`config.mk`:
```
export PLATFORM = sky130hd
export DESIGN_NAME = branch_outcome_tracker
export DESIGN_NICKNAME = d
export VERILOG_FILES = /design/src/rtl/branch_outcome_tracker_pkg.sv /design/src/rtl/bot_entry_fifo.sv /design/src/rtl/branch_outcome_tracker.sv
export SDC_FILE = /design/constraint.sdc
export NUM_CORES = 1
export LEC_CHECK = 0
export ABC_CLOCK_PERIOD_IN_PS = 2500
export CORE_MARGIN = 2
export CORE_UTILIZATION = 49
export CTS_BUF_LIST = sky130_fd_sc_hd__clkbuf_16
export DETAILED_ROUTE_END_ITERATION = 8
export GPL_ROUTABILITY_DRIVEN = 0
export PLACE_DENSITY = 0.75
export SLEW_MARGIN = 15
export SYNTH_ARGS = -nofsm -noshare
export SYNTH_HDL_FRONTEND = slang
export SYNTH_SLANG_ARGS = --single-unit
```
`constraint.sdc`:
```
create_clock -name Clock -period 2.5 [get_ports Clock]
set_input_delay 0.375 -clock Clock [delete_from_list [all_inputs] [get_ports Clock]]
set_output_delay 0.375 -clock Clock [all_outputs]
set_load 0.02 [all_outputs]
```
`src/rtl/branch_outcome_tracker_pkg.sv`:
```
// Shared definitions for the branch outcome tracker.
// Holds the default geometry of the tracker (queue depth, predictor index
// width, PC width) and the {predicted, actual} encoding reported to the
// predictor on every resolution.
package branch_outcome_tracker_pkg;

   localparam int BOT_DEPTH = 4;
   localparam int BOT_IDX_W = 4;
   localparam int BOT_PC_W  = 16;

   // {predicted, actual} as seen by the predictor update port.
   typedef enum logic [1:0] {
      PA_CORRECT_NT   = 2'b00,
      PA_MISSED_TAKEN = 2'b01,
      PA_MISSED_NT    = 2'b10,
      PA_CORRECT_T    = 2'b11
   } pred_actual_e;

   function automatic pred_actual_e pack_pred_actual(input logic pred, input logic actual);
      return pred_actual_e'({pred, actual});
   endfunction

   function automatic logic is_mispredict(input logic pred, input logic actual);
      return pred != actual;
   endfunction

endpackage

```
`src/rtl/bot_entry_fifo.sv`:
```
// In-order storage for in-flight predicted branches.
// Entries are written at the tail in program order and read from the head.
// A flush empties the queue in one cycle; storage contents are not cleared.
// Ports:
//   Clock, Reset       rising-edge clock, synchronous active-high reset
//   push_en            write {push_idx, push_pred, push_alt_pc} at the tail
//   pop_en             retire the head entry
//   flush_en           discard every entry (wins over push/pop)
//   head_*             fields of the oldest entry
//   count              number of occupied entries
module bot_entry_fifo
   import branch_outcome_tracker_pkg::*;
#(
   parameter int DEPTH = BOT_DEPTH,
   parameter int IDX_W = BOT_IDX_W,
   parameter int PC_W  = BOT_PC_W
) (
   input  logic                     Clock,
   input  logic                     Reset,
   input  logic                     push_en,
   input  logic                     pop_en,
   input  logic                     flush_en,
   input  logic [IDX_W-1:0]         push_idx,
   input  logic                     push_pred,
   input  logic [PC_W-1:0]          push_alt_pc,
   output logic [IDX_W-1:0]         head_idx,
   output logic                     head_pred,
   output logic [PC_W-1:0]          head_alt_pc,
   output logic [$clog2(DEPTH):0]   count
);

   localparam int PTR_W = $clog2(DEPTH);
   localparam int CNT_W = PTR_W + 1;

   logic [PTR_W-1:0] wr_ptr_q, wr_ptr_d;
   logic [PTR_W-1:0] rd_ptr_q, rd_ptr_d;
   logic [CNT_W-1:0] count_q, count_d;

   logic [IDX_W-1:0] idx_mem_q  [DEPTH];
   logic [IDX_W-1:0] idx_mem_d  [DEPTH];
   logic             pred_mem_q [DEPTH];
   logic             pred_mem_d [DEPTH];
   logic [PC_W-1:0]  alt_mem_q  [DEPTH];
   logic [PC_W-1:0]  alt_mem_d  [DEPTH];

   // DEPTH is a power of two, so the pointers wrap by natural overflow.
   always_comb begin
      wr_ptr_d   = wr_ptr_q;
      rd_ptr_d   = rd_ptr_q;
      count_d    = count_q;
      idx_mem_d  = idx_mem_q;
      pred_mem_d = pred_mem_q;
      alt_mem_d  = alt_mem_q;
      if (flush_en) begin
         wr_ptr_d = '0;
         rd_ptr_d = '0;
         count_d  = '0;
      end else begin
         if (push_en) begin
            idx_mem_d[wr_ptr_q]  = push_idx;
            pred_mem_d[wr_ptr_q] = push_pred;
            alt_mem_d[wr_ptr_q]  = push_alt_pc;
            wr_ptr_d             = wr_ptr_q + PTR_W'(1);
         end
         if (pop_en) begin
            rd_ptr_d = rd_ptr_q + PTR_W'(1);
         end
         count_d = count_q + CNT_W'(push_en) - CNT_W'(pop_en);
      end
   end

   always_ff @(posedge Clock) begin
      if (Reset) begin
         wr_ptr_q <= '0;
         rd_ptr_q <= '0;
         count_q  <= '0;
      end else begin
         wr_ptr_q <= wr_ptr_d;
         rd_ptr_q <= rd_ptr_d;
         count_q  <= count_d;
      end
   end

   // Entry storage needs no reset: an entry is only read after it was written.
   always_ff @(posedge Clock) begin
      idx_mem_q  <= idx_mem_d;
      pred_mem_q <= pred_mem_d;
      alt_mem_q  <= alt_mem_d;
   end

   assign head_idx    = idx_mem_q[rd_ptr_q];
   assign head_pred   = pred_mem_q[rd_ptr_q];
   assign head_alt_pc = alt_mem_q[rd_ptr_q];
   assign count       = count_q;

endmodule

```
`src/rtl/branch_outcome_tracker.sv`:
```
// Branch outcome tracker.
// Records every predicted branch issued by fetch and, as execute resolves
// branches in program order, produces registered predictor updates and a
// one-cycle mispredict/redirect pulse. A mispredict discards all younger
// in-flight entries, including a fetch arriving in the same cycle.
// Ports:
//   Clock, Reset                 rising-edge clock, synchronous active-high reset
//   FetchValid/Idx/Pred/AltPC    new predicted branch from fetch
//   ResValid, ResTaken           resolution of the oldest branch
//   Full, Count                  occupancy
//   UpdEn, UpdIdx, UpdPredActual predictor update (UpdEn is a pulse)
//   Mispredict, RedirectPC       flush pulse and recovery PC
//   Overflow, Underflow          sticky protocol-error flags
module branch_outcome_tracker
   import branch_outcome_tracker_pkg::*;
#(
   parameter int DEPTH = BOT_DEPTH,
   parameter int IDX_W = BOT_IDX_W,
   parameter int PC_W  = BOT_PC_W
) (
   input  logic                     Clock,
   input  logic                     Reset,
   input  logic                     FetchValid,
   input  logic [IDX_W-1:0]         FetchIdx,
   input  logic                     FetchPred,
   input  logic [PC_W-1:0]          FetchAltPC,
   input  logic                     ResValid,
   input  logic                     ResTaken,
   output logic                     Full,
   output logic [$clog2(DEPTH):0]   Count,
   output logic                     UpdEn,
   output logic [IDX_W-1:0]         UpdIdx,
   output logic [1:0]               UpdPredActual,
   output logic                     Mispredict,
   output logic [PC_W-1:0]          RedirectPC,
   output logic                     Overflow,
   output logic                     Underflow
);

   localparam int CNT_W = $clog2(DEPTH) + 1;

   logic [IDX_W-1:0] head_idx;
   logic             head_pred;
   logic [PC_W-1:0]  head_alt_pc;
   logic [CNT_W-1:0] count;

   logic empty, full;
   logic res_fire, res_mis, pop_en, push_en, flush_en;

   logic             upd_en_q, upd_en_d;
   logic [IDX_W-1:0] upd_idx_q, upd_idx_d;
   pred_actual_e     upd_pa_q, upd_pa_d;
   logic             mispredict_q, mispredict_d;
   logic [PC_W-1:0]  redirect_pc_q, redirect_pc_d;
   logic             overflow_q, overflow_d;
   logic             underflow_q, underflow_d;

   assign empty = (count == '0);
   assign full  = (count == CNT_W'(DEPTH));

   // A mispredicting resolution flushes the whole queue (head included)
   // instead of popping, and drops any same-cycle fetch as wrong-path.
   // A correct pop frees a slot, so a push while full is still accepted.
   always_comb begin
      res_fire = ResValid && !empty;
      res_mis  = res_fire && is_mispredict(head_pred, ResTaken);
      pop_en   = res_fire && !res_mis;
      flush_en = res_mis;
      push_en  = FetchValid && !res_mis && (!full || pop_en);
   end

   always_comb begin
      upd_en_d      = res_fire;
      upd_idx_d     = upd_idx_q;
      upd_pa_d      = upd_pa_q;
      mispredict_d  = res_mis;
      redirect_pc_d = redirect_pc_q;
      overflow_d    = overflow_q;
      underflow_d   = underflow_q;
      if (res_fire) begin
         upd_idx_d = head_idx;
         upd_pa_d  = pack_pred_actual(head_pred, ResTaken);
      end
      if (res_mis) begin
         redirect_pc_d = head_alt_pc;
      end
      if (FetchValid && !res_mis && full && !pop_en) begin
         overflow_d = 1'b1;
      end
      if (ResValid && empty) begin
         underflow_d = 1'b1;
      end
   end

   always_ff @(posedge Clock) begin
      if (Reset) begin
         upd_en_q      <= 1'b0;
         upd_idx_q     <= '0;
         upd_pa_q      <= PA_CORRECT_NT;
         mispredict_q  <= 1'b0;
         redirect_pc_q <= '0;
         overflow_q    <= 1'b0;
         underflow_q   <= 1'b0;
      end else begin
         upd_en_q      <= upd_en_d;
         upd_idx_q     <= upd_idx_d;
         upd_pa_q      <= upd_pa_d;
         mispredict_q  <= mispredict_d;
         redirect_pc_q <= redirect_pc_d;
         overflow_q    <= overflow_d;
         underflow_q   <= underflow_d;
      end
   end

   bot_entry_fifo #(
      .DEPTH (DEPTH),
      .IDX_W (IDX_W),
      .PC_W  (PC_W)
   ) u_fifo (
      .Clock       (Clock),
      .Reset       (Reset),
      .push_en     (push_en),
      .pop_en      (pop_en),
      .flush_en    (flush_en),
      .push_idx    (FetchIdx),
      .push_pred   (FetchPred),
      .push_alt_pc (FetchAltPC),
      .head_idx    (head_idx),
      .head_pred   (head_pred),
      .head_alt_pc (head_alt_pc),
      .count       (count)
   );

   assign Full          = full;
   assign Count         = count;
   assign UpdEn         = upd_en_q;
   assign UpdIdx        = upd_idx_q;
   assign UpdPredActual = upd_pa_q;
   assign Mispredict    = mispredict_q;
   assign RedirectPC    = redirect_pc_q;
   assign Overflow      = overflow_q;
   assign Underflow     = underflow_q;

endmodule

```
### Word-level counts from Yosys, hierarchy flattened

Index checks and enable logic that the tools add are counted.

| storage, ports and cells | value |
|---|---|
| register bits | 117 |
| output and inout bits | 30 |
| logic and storage cells | 69 |

| operators by class | value |
|---|---|
| $add $sub $neg | 4 |
| order comparisons | 3 |
| eq/ne operators | 2 |
| muxes and demuxes | 18 |
| bitwise gates (word level) | 3 |
| reduce and logical (&&, ||, !) cells | 17 |

Operators by type and width:

| kind | count |
|---|---|
| $bwmux W64 | 1 |
| $mux W16 | 3 |
| $bmux W16 S2 | 1 |
| $demux W16 S2 | 1 |
| $bwmux W16 | 1 |
| $mux W4 | 3 |
| $logic_and A1 B1 Y1 | 9 |
| $bmux W4 S2 | 1 |
| $demux W4 S2 | 1 |
| $ge A3 B3 Y1 const B | 2 |
| $not A2 Y3 | 2 |
| $add A2 B1 Y2 const B | 2 |
| $bwmux W4 | 1 |
| $logic_not A1 Y1 | 4 |
| $add A3 B1 Y3 | 1 |
| $eq A3 B3 Y1 const B | 1 |
| $logic_not A3 Y1 | 1 |
| $lt A3 B1 Y1 const B | 1 |
| $mux W1 | 3 |
| $sub A3 B1 Y3 | 1 |
| $bmux W1 S2 | 1 |
| $demux W1 S2 | 1 |
| $reduce_and A2 Y1 | 1 |
| $reduce_or A2 Y1 | 1 |
| other kinds (3) | 3 |

### Depth between registers and ports, before layout

Gate-level depths: netlist of run 1.

| logic depth | value |
|---|---|
| depth in word-level cells | 12 |
| mapped depth | 12 |
| mapped depth without buffers | 9 |

### By module

From an unflattened synthesis of run 1, not the netlist that was laid out.

| unflattened totals | value |
|---|---|
| cells, all modules | 265 |
| area, all modules | 4544.4 µm² |

Modules (own cells, without submodules):

| module | instances | cells an instance | area each (µm²) |
|---|---|---|---|
| bot_entry_fifo | 1 | 152 | 3474.6 |
| branch_outcome_tracker | 1 | 113 | 1069.8 |

### Worst setup path before layout of run 1

OpenSTA, ideal clock, no wires.

| timing | value |
|---|---|
| path kind | register to register |
| from | register u_fifo.rd_ptr_q[0] |
| to | register u_fifo.count_q[2], in the netlist u_fifo.count[2] |
| arrival | 2.607 ns |
| path slack | -0.239 ns |
| cell stages (with the launch flop) | 13 |
| path buffers | 3 |
| clock period less this slack | 2.739 ns |
| path through | dfxtp_1 buf_6 mux4_2 xor2_1 buf_6 clkbuf_1 o21ai_0 nand2_1 ha_1 fa_1 xnor2_1 xnor2_1 nor3_1 |

| between the ends | value |
|---|---|
| word-level cells in the longest chain between the ends | 12 |

Ends and longest elaborated chain:

| item | line | RTL |
|---|---|---|
| start: declaration | bot_entry_fifo.sv:36 | `logic [PTR_W-1:0] rd_ptr_q, rd_ptr_d;` |
| start signal: assignment | bot_entry_fifo.sv:79 | `rd_ptr_q <= rd_ptr_d;` |
| $not A2 Y3 (implied by the code) (*) | bot_entry_fifo.sv:92 | `assign head_pred = pred_mem_q[rd_ptr_q];` |
| $bmux W1 S2 (*) | bot_entry_fifo.sv:92 |  |
| $mux W1 (implied by the code) (*) (2 in a row) | bot_entry_fifo.sv:92 |  |
| $ne A1 B1 Y1 (*) | branch_outcome_tracker_pkg.sv:24 | `return pred != actual;` |
| $logic_and A1 B1 Y1 (*) | branch_outcome_tracker.sv:66 | `res_mis = res_fire && is_mispredict(head_pred, ResTaken);` |
| $logic_not A1 Y1 | branch_outcome_tracker.sv:67, branch_outcome_tracker.sv:69 |  |
| $logic_and A1 B1 Y1 | branch_outcome_tracker.sv:67 | `pop_en = res_fire && !res_mis;` |
| $logic_or A1 B1 Y1 | branch_outcome_tracker.sv:69 | `push_en = FetchValid && !res_mis && (!full \|\| pop_en);` |
| $logic_and A1 B1 Y1 | branch_outcome_tracker.sv:69 |  |
| $add A3 B1 Y3 | bot_entry_fifo.sv:68 | `count_d = count_q + CNT_W'(push_en) - CNT_W'(pop_en);` |
| $sub A3 B1 Y3 | bot_entry_fifo.sv:68 |  |
| end signal: assignment | bot_entry_fifo.sv:80 | `count_q <= count_d;` |
| end: declaration | bot_entry_fifo.sv:37 | `logic [CNT_W-1:0] count_q, count_d;` |

Every way passes the cells marked *; elsewhere a longest branch is shown, timed or not. The select of a mux whose other input is x is not followed.
A chain may end at the register's enable or synchronous reset.

### Final worst setup path of run 1

| timing | value |
|---|---|
| from | register u_fifo.pred_mem_q[2] (netlist name) |
| to | register u_fifo.count_q[2], in the netlist u_fifo.count[2] |

| between the ends | value |
|---|---|
| word-level cells in the longest chain between the ends | 11 |

Ends and longest elaborated chain:

| item | line | RTL |
|---|---|---|
| start: declaration | bot_entry_fifo.sv:41 | `logic pred_mem_q [DEPTH];` |
| start signal: assignment | bot_entry_fifo.sv:87 | `pred_mem_q <= pred_mem_d;` |
| $bmux W1 S2 (*) | bot_entry_fifo.sv:92 |  |
| $mux W1 (implied by the code) (*) (2 in a row) | bot_entry_fifo.sv:92 |  |
| $ne A1 B1 Y1 (*) | branch_outcome_tracker_pkg.sv:24 |  |
| $logic_and A1 B1 Y1 (*) | branch_outcome_tracker.sv:66 |  |
| $logic_not A1 Y1 | branch_outcome_tracker.sv:67, branch_outcome_tracker.sv:69 |  |
| $logic_and A1 B1 Y1 | branch_outcome_tracker.sv:67 |  |
| $logic_or A1 B1 Y1 | branch_outcome_tracker.sv:69 |  |
| $logic_and A1 B1 Y1 | branch_outcome_tracker.sv:69 |  |
| $add A3 B1 Y3 | bot_entry_fifo.sv:68 |  |
| $sub A3 B1 Y3 | bot_entry_fifo.sv:68 |  |

Marked as above.

==> metrics list, run 1 <==
* Initial Util: 50.6%
* Post-layout instance area: ~6000 µm²
* RSZ-0062 raised after global routing: yes
- CTS saw roughly 120 sinks.
- Yosys top cell by area: sky130_fd_sc_hd__edfxtp_1
- Timing-limited maximum frequency: 411 MHz
- Clock Tree Buf Depth: 2
* Number of DRC violations after detailed-routing iteration 0: about 240
- Headroom to the max-slew limit came out at between 60 and 70%.
* Number of synthesized flops with an enable pin: 84
- Complex-gate fraction of the synthesized area: ~6%
* Boundary pin count: 56
* DRC errors left: 0
- CTS tree: yes
- After clock tree synthesis, the flow added hold-fix buffers numbering 0.
- Placement-stage cell area: around 5200 µm²
- The area growth from synthesis to layout is 32.9%.
- Setup violations remaining at the end of the flow were counted as 0.
* Final layout net count: 378
- Cells taking the most area after synthesis: sky130_fd_sc_hd__edfxtp_1, sky130_fd_sc_hd__dfxtp_1, sky130_fd_sc_hd__mux4_2
* Core region area: between 8000 and 9000 µm²
- Combinational logic is responsible for between 20% and 30% of the overall power.
- Crit path launch type: flop
* Insertion delay of the later-clocked pin in the worst-skew pair: a little over 0.4 ns
- Count of mapped cells out of synthesis: roughly 270
- Once detail routing completed, the nets flagged for antenna violations numbered 0.
- Entering global routing, the biggest net connects 34 pins.
- Crit-path max cell delay: between 0.5 and 0.6 ns
- For this run, global-route usage on met2 was measured as 35.0%.
- In this run, CTS created clock tree buffers numbering 17.
* Utilization of the core after routing: just under 70%
* Distinct cell type count after synthesis: 28
- Critical-path cell with the highest stage delay: sky130_fd_sc_hd__mux4_2
- Detail-routed via count per cell: 5.61
* Fin crit period: 2.43 ns
* Share of cell area taken by muxes after synthesis: a little over a tenth
- The synthesized netlist devotes between 1.5 and 2% of its cell area to adder and majority cells.
* Setup TNS Final: 0 ns
- Internal power comes to about 0.0047 W.
- The count of endpoints failing hold in the final timing report is 0.
* Main combinational cell family by area after synthesis: multiplexers
* Category of the most critical setup path: reg -> reg
- Slew of the pin with the lowest slew margin: roughly 0.50 ns
* Post-synthesis instance area: between 4000 and 5000 µm²
- Share of total power in sequential cells: about two fifths
- Synthesis-stage register bit count: roughly 120
* Area share of the largest cell type after synthesis: 57.2%
- The synthesized netlist devotes approximately 1.6% of its cell area to XOR and XNOR gates.
- For this run, the leading register cell type out of synthesis is sky130_fd_sc_hd__edfxtp_1.
* Power density over cell area: around 1100 nW/µm²
- The routed layout has roughly 2600 vias.
* Cell Chain, Critical Path: mux4_2 > xor2_2 > buf_6 > o21ai_2 > nand2_1 > ha_2 > fa_2 > xnor2_2 > xnor2_1 > nor3_1
- Measured along the x axis, the die boundary spans around 100 µm.
* Number of antenna cells inserted: 0
* Yosys warns: 0
- Clk pin slew, worst setup/hold paths: ~0.050 ns
- Net Sw Frac: between 20% and 30%
* Mean cell area of the mapped netlist: 16.3 µm²
- Most used routing layer: met2
- STA puts the critical path data arrival time at approximately 2.8 ns.
- Final Max Tran Viols: 0
- Root buffer cell: sky130_fd_sc_hd__clkbuf_16
* PortBufs: 55
* Routed wire length per instance: between 15 and 20 µm
- The total overflow left after global routing is 0.
- Global routing consumed, on the met3 layer, between 5 and 6% of the routing resources.
* Peak supply drop: ~0.00052 V
- Of all flip-flops after synthesis, the portion carrying an async set or reset was 0%.
* Type of destination of the critical path: flop
- The H-tree was split into 4 levels.
- The floorplan step defined a die boundary enclosing about 9800 µm².
* Clock share of power: a little under two fifths
- Across the run, the number of max-cap violations was 0.
* Worst-path maximum fanout: 3
- Net Sw Power: 0.00177 W
* Synthesized-area fraction occupied by and/or/nand/nor cells: 5.30%
* Run status: finished clean
- Before antenna repair, the detailed router went through 4 iterations.
* Sequential cell area fraction in the yosys report: 72.2%
- For met1 alone, demand over resource in global routing was a little under a quarter.
- Syn Nets: approximately 300
- Fraction of final layout cells sized beyond drive strength 1: 22.0%
* Global router's overall resource usage: roughly a fifth
* Leak pwr: 1.97 nW
* Std-Cell Rows: 34
* Kind of path behind the tightest hold check: reg -> reg
- Required time at the worst-slack endpoint: approximately 2.8 ns
* DP Wirelength: 5200 µm
* Wire length of the first global-routing pass: 14700 µm
* Final clock period utilization by the worst path: around 97%
- The clock arrives with between 0.01 and 0.015 ns of skew.
- The via count of the first global-routing pass came to approximately 2800.
* Routed wire length: approximately 9000 µm
- The floorplan step set the die height to slightly below 100 µm.
- The number of antenna violations at the first check in global routing was 0.
-- synthesized netlist by cell type (2+ instances only) --
cell and n:
sky130_fd_sc_hd__edfxtp_1 84, sky130_fd_sc_hd__dfxtp_1 33, sky130_fd_sc_hd__a21oi_1 24, sky130_fd_sc_hd__mux4_2 21, sky130_fd_sc_hd__nand3_1 16, sky130_fd_sc_hd__o21ai_0 16
sky130_fd_sc_hd__nand2_1 14, sky130_fd_sc_hd__clkbuf_1 13, sky130_fd_sc_hd__nor3_1 6, sky130_fd_sc_hd__ha_1 5, sky130_fd_sc_hd__inv_1 5, sky130_fd_sc_hd__nor2_1 5
sky130_fd_sc_hd__and2_1 4, sky130_fd_sc_hd__xnor2_1 4, sky130_fd_sc_hd__a31oi_1 3, sky130_fd_sc_hd__buf_2 2, sky130_fd_sc_hd__buf_6 2, sky130_fd_sc_hd__nor3b_1 2
sky130_fd_sc_hd__or3_1 2, sky130_fd_sc_hd__xor2_1 2
-- area by class of cell --
cell class                      instances  area (µm²)
Clock buffer                           17         425
Multi-Input combinational cell        132        1170
Inverter                                5        18.8
Timing Repair Buffer                   73         739
Clock inverter                         15         188
Sequential cell                       117        3180
Fill cell                             572        2860
Tap cell                              108         135
-- per-layer routing --
| layer | share of wire, % | up-vias |
|---|---|---|
| met3 | 6.8 | 19 |
| met2 | 54 | 101 |
| met5 | 0 | - |
| met4 | 2.0 | 0 |
| met1 | 38 | 1307 |
| li1 | - | 1191 |
-- registers in the layout, indices dropped and copies added (netlist names) --
signal             flops
u_fifo.count           3
UpdIdx                 4
Overflow               1
u_fifo.rd_ptr_q        2
u_fifo.wr_ptr_q        2
Underflow              1
u_fifo.pred_mem_q      4
Mispredict             1
RedirectPC            16
UpdEn                  1
u_fifo.idx_mem_q      16
UpdPredActual          2
u_fifo.alt_mem_q      64
-- power groups by stage --
stage / logic, W / clock network [W] / registers [W]
detailed placement: 0.00145 / 0 / 0.00254
floorplan: 0.000790 / 0 / 0.00262
finish: 0.00149 / 0.00248 / 0.00251
global placement: 0.00143 / 0 / 0.00252
CTS: 0.00149 / 0.00250 / 0.00251
global route: 0.00162 / 0.00259 / 0.00254
-- through the flow --
stage,power [W],std cells,setup slack (ns),hold slack (ns)
2_1_floorplan,0.00341,271,-0.115,0.474
3_3_place_gp,0.00395,432,0.0546,0.444
3_5_place_dp,0.00400,432,-0.0000775,0.450
4_1_cts,0.00650,465,0.0325,0.456
5_1_grt,0.00675,467,-0.0518,0.481
6_report,0.00648,467,0.0675,0.451
-- placed cells by master (no fill, tap or decap), drive strengths merged, types with 2 or more instances in the layout --
cell type / count
a21oi: 25
ha: 5
nand3: 16
clkbuf: 17
nor3b: 2
nand2: 14
clkinv: 6
edfxtp: 84
clkinvlp: 3
clkdlybuf4s50: 55
bufinv: 4
mux4: 21
buf: 18
or3: 2
dfxtp: 33
xnor2: 5
nor2: 5
a31oi: 3
xor2: 2
and2: 4
nor3: 6
o21ai: 17
inv: 7
-- worst paths after layout --
| path | from | end | slack [ns] | depth (start not counted) |
|---|---|---|---|---|
| hold / removal | UpdIdx[3]$_SDFFE_PP0P_ | UpdIdx[3]$_SDFFE_PP0P_ | 0.45 | 2 |
| setup reg to reg | u_fifo.pred_mem_q[2]$_DFFE_PP_ | u_fifo.count[2]$_SDFF_PP0_ | 0.07 | 10 |
| hold reg to reg | UpdIdx[3]$_SDFFE_PP0P_ | UpdIdx[3]$_SDFFE_PP0P_ | 0.45 | 2 |
| setup / recovery | u_fifo.pred_mem_q[2]$_DFFE_PP_ | u_fifo.count[2]$_SDFF_PP0_ | 0.07 | 10 |
-- worst max-delay path: cells and delay by family, from the launching register on --
family	cells	cell delay (ns)
buffers and inverters	1	0.13
multiplexers	1	0.51
adder cells (fa/ha/maj)	2	0.55
AND/OR/NAND/NOR	2	0.22
XOR/XNOR	3	0.44
flip-flops	1	0.40
AO/OA/AOI/OAI	1	0.09
-- kinds of logic after synthesis --
family	after synthesis
flip-flops	117
AO/OA/AOI/OAI	48
adder cells (fa/ha/maj)	6
AND/OR/NAND/NOR	49
multiplexers	22
buffers and inverters	22
XOR/XNOR	7
-- what timing repair did --
action | CTS | global route
pin swaps | 0 | 5
cloned | 0 | 0
buffers inserted | 1 | 2
gates resized for setup | 0 | 2
setup endpoints to repair | 1 | 1
(Power assumes the default switching activity.)
==> inputs of run 2 (changes only) <==
Settings changed: SKIP_LAST_GASP set to 1.
==> results of run 2 <==
No change in the layout: final DEF, timing and power equal those of run 1.
==> inputs of run 3 (changes only) <==
Settings changed: PLACE_DENSITY 0.75 to not set, PLACE_DENSITY_LB_ADDON set to 0.25, TNS_END_PERCENT set to 100.
==> run 3 against run 2 <==
  * Non-clock buffer count down 1
  * Global-route usage down 0.69 points
  * Routed wire length down 2.3%
  * Clock-buffer cell count unchanged
  * First-iteration DRC count down 7.4%
  * Largest power group unchanged
  * Critical endpoint is now u_fifo.count[1]$_SDFF_PP0_
  * Critical path depth down 3
  * Combinational power about the same
  * Hold slack worse by 0.00086 ns
  * Final cell count down 0.21%
  * Worst setup slack better by 0.0095 ns
  * Clock skew down 0.0026 ns
  * Utilization down 0.50 points
==> metrics list, run 3 (synthesis results as in run 1) <==
- The final worst clock skew was 0.00841 ns (-0.00259 ns).
- The number of violations of the max-capacitance limit is 0 (unchanged).
- The stage delay of the slowest cell on the critical path came to 0.54 ns (+0.03 ns).
- The utilization of the core after routing was 66.7% (-0.50 points).
- The clock-pin slew on the worst setup and hold paths came to 0.06 ns (about the same).
- The placed cell count was 434 (+0.46%).
- The deepest level of the CTS H-tree was 4 (unchanged).
- Number of vias in the routed layout: 2592 (-0.99%)
- The clock buffer count from CTS came to 17 (unchanged).
- The detailed-route wire length per cell was 18.9 µm (-2.1%).
- DP Wirelength: 5160 µm (-0.77%)
- Crit path launch type: flop
- Among all stages on the critical path, the largest delay is contributed by sky130_fd_sc_hd__mux4_2.
- Pre-antenna DRT Iters: 4 (unchanged)
- The site row count came to 34 (unchanged).
* Final clock period utilization by the worst path: 96.9% (-0.38 points)
- Power density over cell area: 1080 nW/µm² (-2.3%)
- Largest register FFs: 64 (unchanged)
- Boundary pin count: 56 (unchanged)
- Die height: 98.9 µm (unchanged)
- The cell family contributing the most delay on the critical path is adder cells.
- CP bufs+invs: 0 (-1)
- CTS tree: yes
- Most common cell after layout, fill and taps aside: sky130_fd_sc_hd__edfxtp_1
* Run status: finished clean
- Area overhead of the layout relative to synthesis: 31.9%
- The number of vias per cell came to 5.56 (-0.78%).
- Buffers inserted by post-CTS timing repair: 0 (-1)
- Timing-limited maximum frequency: 413 MHz (+0.39%)
- Clock Tree Buf Depth: 2 (unchanged)
- Leak pwr: 1.93 nW (-2.0%)
- The initial detailed-routing violation count is 225 (-7.4%).
* Slew of the pin with the lowest slew margin: 0.558 ns (+0.0607 ns)
- The cell area reported after detailed placement was 5240 µm² (+0.29%).
- Wire length of the first global-routing pass: 14300 µm (-3.0%)
* Relative slew margins: 62.3% (-4.1 points)
* Fin crit period: 2.42 ns (-0.00945 ns)
- Pin count of the biggest net entering global routing: 34 (unchanged)
* Number of antenna cells inserted: 0 (unchanged)
* Area taken by flip-flops and latches: 3180 µm² (about the same)
- RSZ-0062 raised after global routing: yes
* Category of the most critical setup path: reg -> reg
* Worst slack at placement: -0.00369 ns (-0.00361 ns)
* Final layout net count: 377 (-0.26%)
- Die span in x: 98.9 µm (unchanged)
- The number of antenna violations at the first check in global routing came to 0 (unchanged).
- The library cells used most frequently in the layout, excluding fill and tap cells, are sky130_fd_sc_hd__edfxtp_1, sky130_fd_sc_hd__clkdlybuf4s50_1, sky130_fd_sc_hd__dfxtp_1.
- Global router's overall resource usage: 19.6% (-0.69 points)
- The count of endpoints failing hold in the final timing report came to 0 (unchanged).
* Post-route ant nets: 0 (unchanged)
* Cell Chain, Critical Path: mux4_2 > xor2_4 > or3_4 > nand2_1 > ha_2 > fa_2 > nor3b_1
* Peak supply drop: 0.000689 V (+31%)
- Fillcell total: 597 (+4.4%)
* Kind of path behind the tightest hold check: reg -> reg
- Area of the die: 9780 µm² (unchanged)
- The worst setup path is captured at a flop.
- The largest fanout on the critical path was 4 (+1).
- Worst path arrival time: 2.70 ns (-0.06 ns)
- The share of final-layout standard cells stronger than drive strength 1 came to 22.3% (+0.34 points).
- In this run the clock root is driven by a sky130_fd_sc_hd__clkbuf_16.
* Final Max Tran Viols: 0 (unchanged)
* Vias in the first global route: 2764 (-2.3%)
- Core region area: 8720 µm² (unchanged)
- DRC errors left: 0 (unchanged)
- The routed wire length came to 8830 µm (-2.3%).
* Gr ovfl total: 0 (unchanged)
* Footprint of the multi-input gates: 1180 µm² (+0.64%)
- u_fifo.alt_mem_q holds more flip-flops than any other register.
- Setup slack of the critical path after layout: 0.0769 ns (+0.00945 ns)
* Final setup vio count: 0 (unchanged)
- Initial Util: 50.6% (unchanged)
- The number of buffers inserted by port buffering was 55 (unchanged).
- The final standard cell area without fillers was 5820 µm² (-0.75%).
- Clock tree sinks: 117 (unchanged)
- Insertion delay of the later-clocked pin in the worst-skew pair: 0.40 ns (about the same)
- The worst path required time came to 2.77 ns (-0.06 ns).
- The count of non-filler cells in the finished layout is 466 (-0.21%).
[run 3: cell types whose count changed in the layout (fill, tap and decap cells not counted), sizes merged]
| cell | delta |
|---|---|
| buf | -1 |
| bufinv | -3 |
| clkinv | -2 |
| clkinvlp | +2 |
| inv | +3 |
[run 3: path summary, 6_finish.rpt]
kind,from,endpoint,slack [ns],cells after the start
max reg2reg,u_fifo.pred_mem_q[2]$_DFFE_PP_,u_fifo.count[1]$_SDFF_PP0_,0.08,7
min,UpdIdx[0]$_SDFFE_PP0P_,UpdIdx[0]$_SDFFE_PP0P_,0.45,2
min reg2reg,UpdIdx[0]$_SDFFE_PP0P_,UpdIdx[0]$_SDFFE_PP0P_,0.45,2
max,u_fifo.pred_mem_q[2]$_DFFE_PP_,u_fifo.count[1]$_SDFF_PP0_,0.08,7
[run 3: layout make-up]
cell class	count	area share [%]
timing repair buffer	72	12.5
clock inverter	15	2.52
clock buffer	17	7.31
tap	108	2.32
sequential	117	54.7
multi-input combinational	132	20.3
inverter	5	0.323
[run 3: per-stage QoR]
stage / hold slack (ns) / TNS [ns] / total power [W]
floorplan: 0.474 / -0.205 / 0.00341
global placement: 0.441 / 0 / 0.00399
detailed placement: 0.447 / -0.00369 / 0.00403
CTS: 0.455 / 0 / 0.00632
global route: 0.493 / -0.0543 / 0.00657
finish: 0.450 / 0 / 0.00628
[run 3: routing by layer]
| layer | track usage (%) | routed length [µm] | vias to the layer above |
|---|---|---|---|
| li1 | - | - | 1193 |
| met2 | 32.7 | 4680 | 79 |
| met1 | 24.5 | 3590 | 1314 |
| met3 | 6.17 | 456 | 6 |
| met5 | 0 | 0 | - |
| met4 | 6.32 | 104 | 0 |
[run 3: what timing repair did]
| item | CTS | global route |
|---|---|---|
| setup endpoints to repair | 0 | 2 |
| hold buffers | 0 | 0 |
| gates resized for setup | 0 | 2 |
[run 3: power by group]
group | switching, W | total, W | internal (W)
Combinational | 0.000819 | 0.00150 | 0.000683
Clock | 0.000906 | 0.00229 | 0.00139
Sequential | 0.000119 | 0.00249 | 0.00237
Total | 0.00184 | 0.00628 | 0.00444
[run 3: tightest hold or removal path: stages, from the launching register on]
cell and delay [ns]:
sky130_fd_sc_hd__dfxtp_1 0.30, sky130_fd_sc_hd__nand2_1 0.05, sky130_fd_sc_hd__a21oi_1 0.05
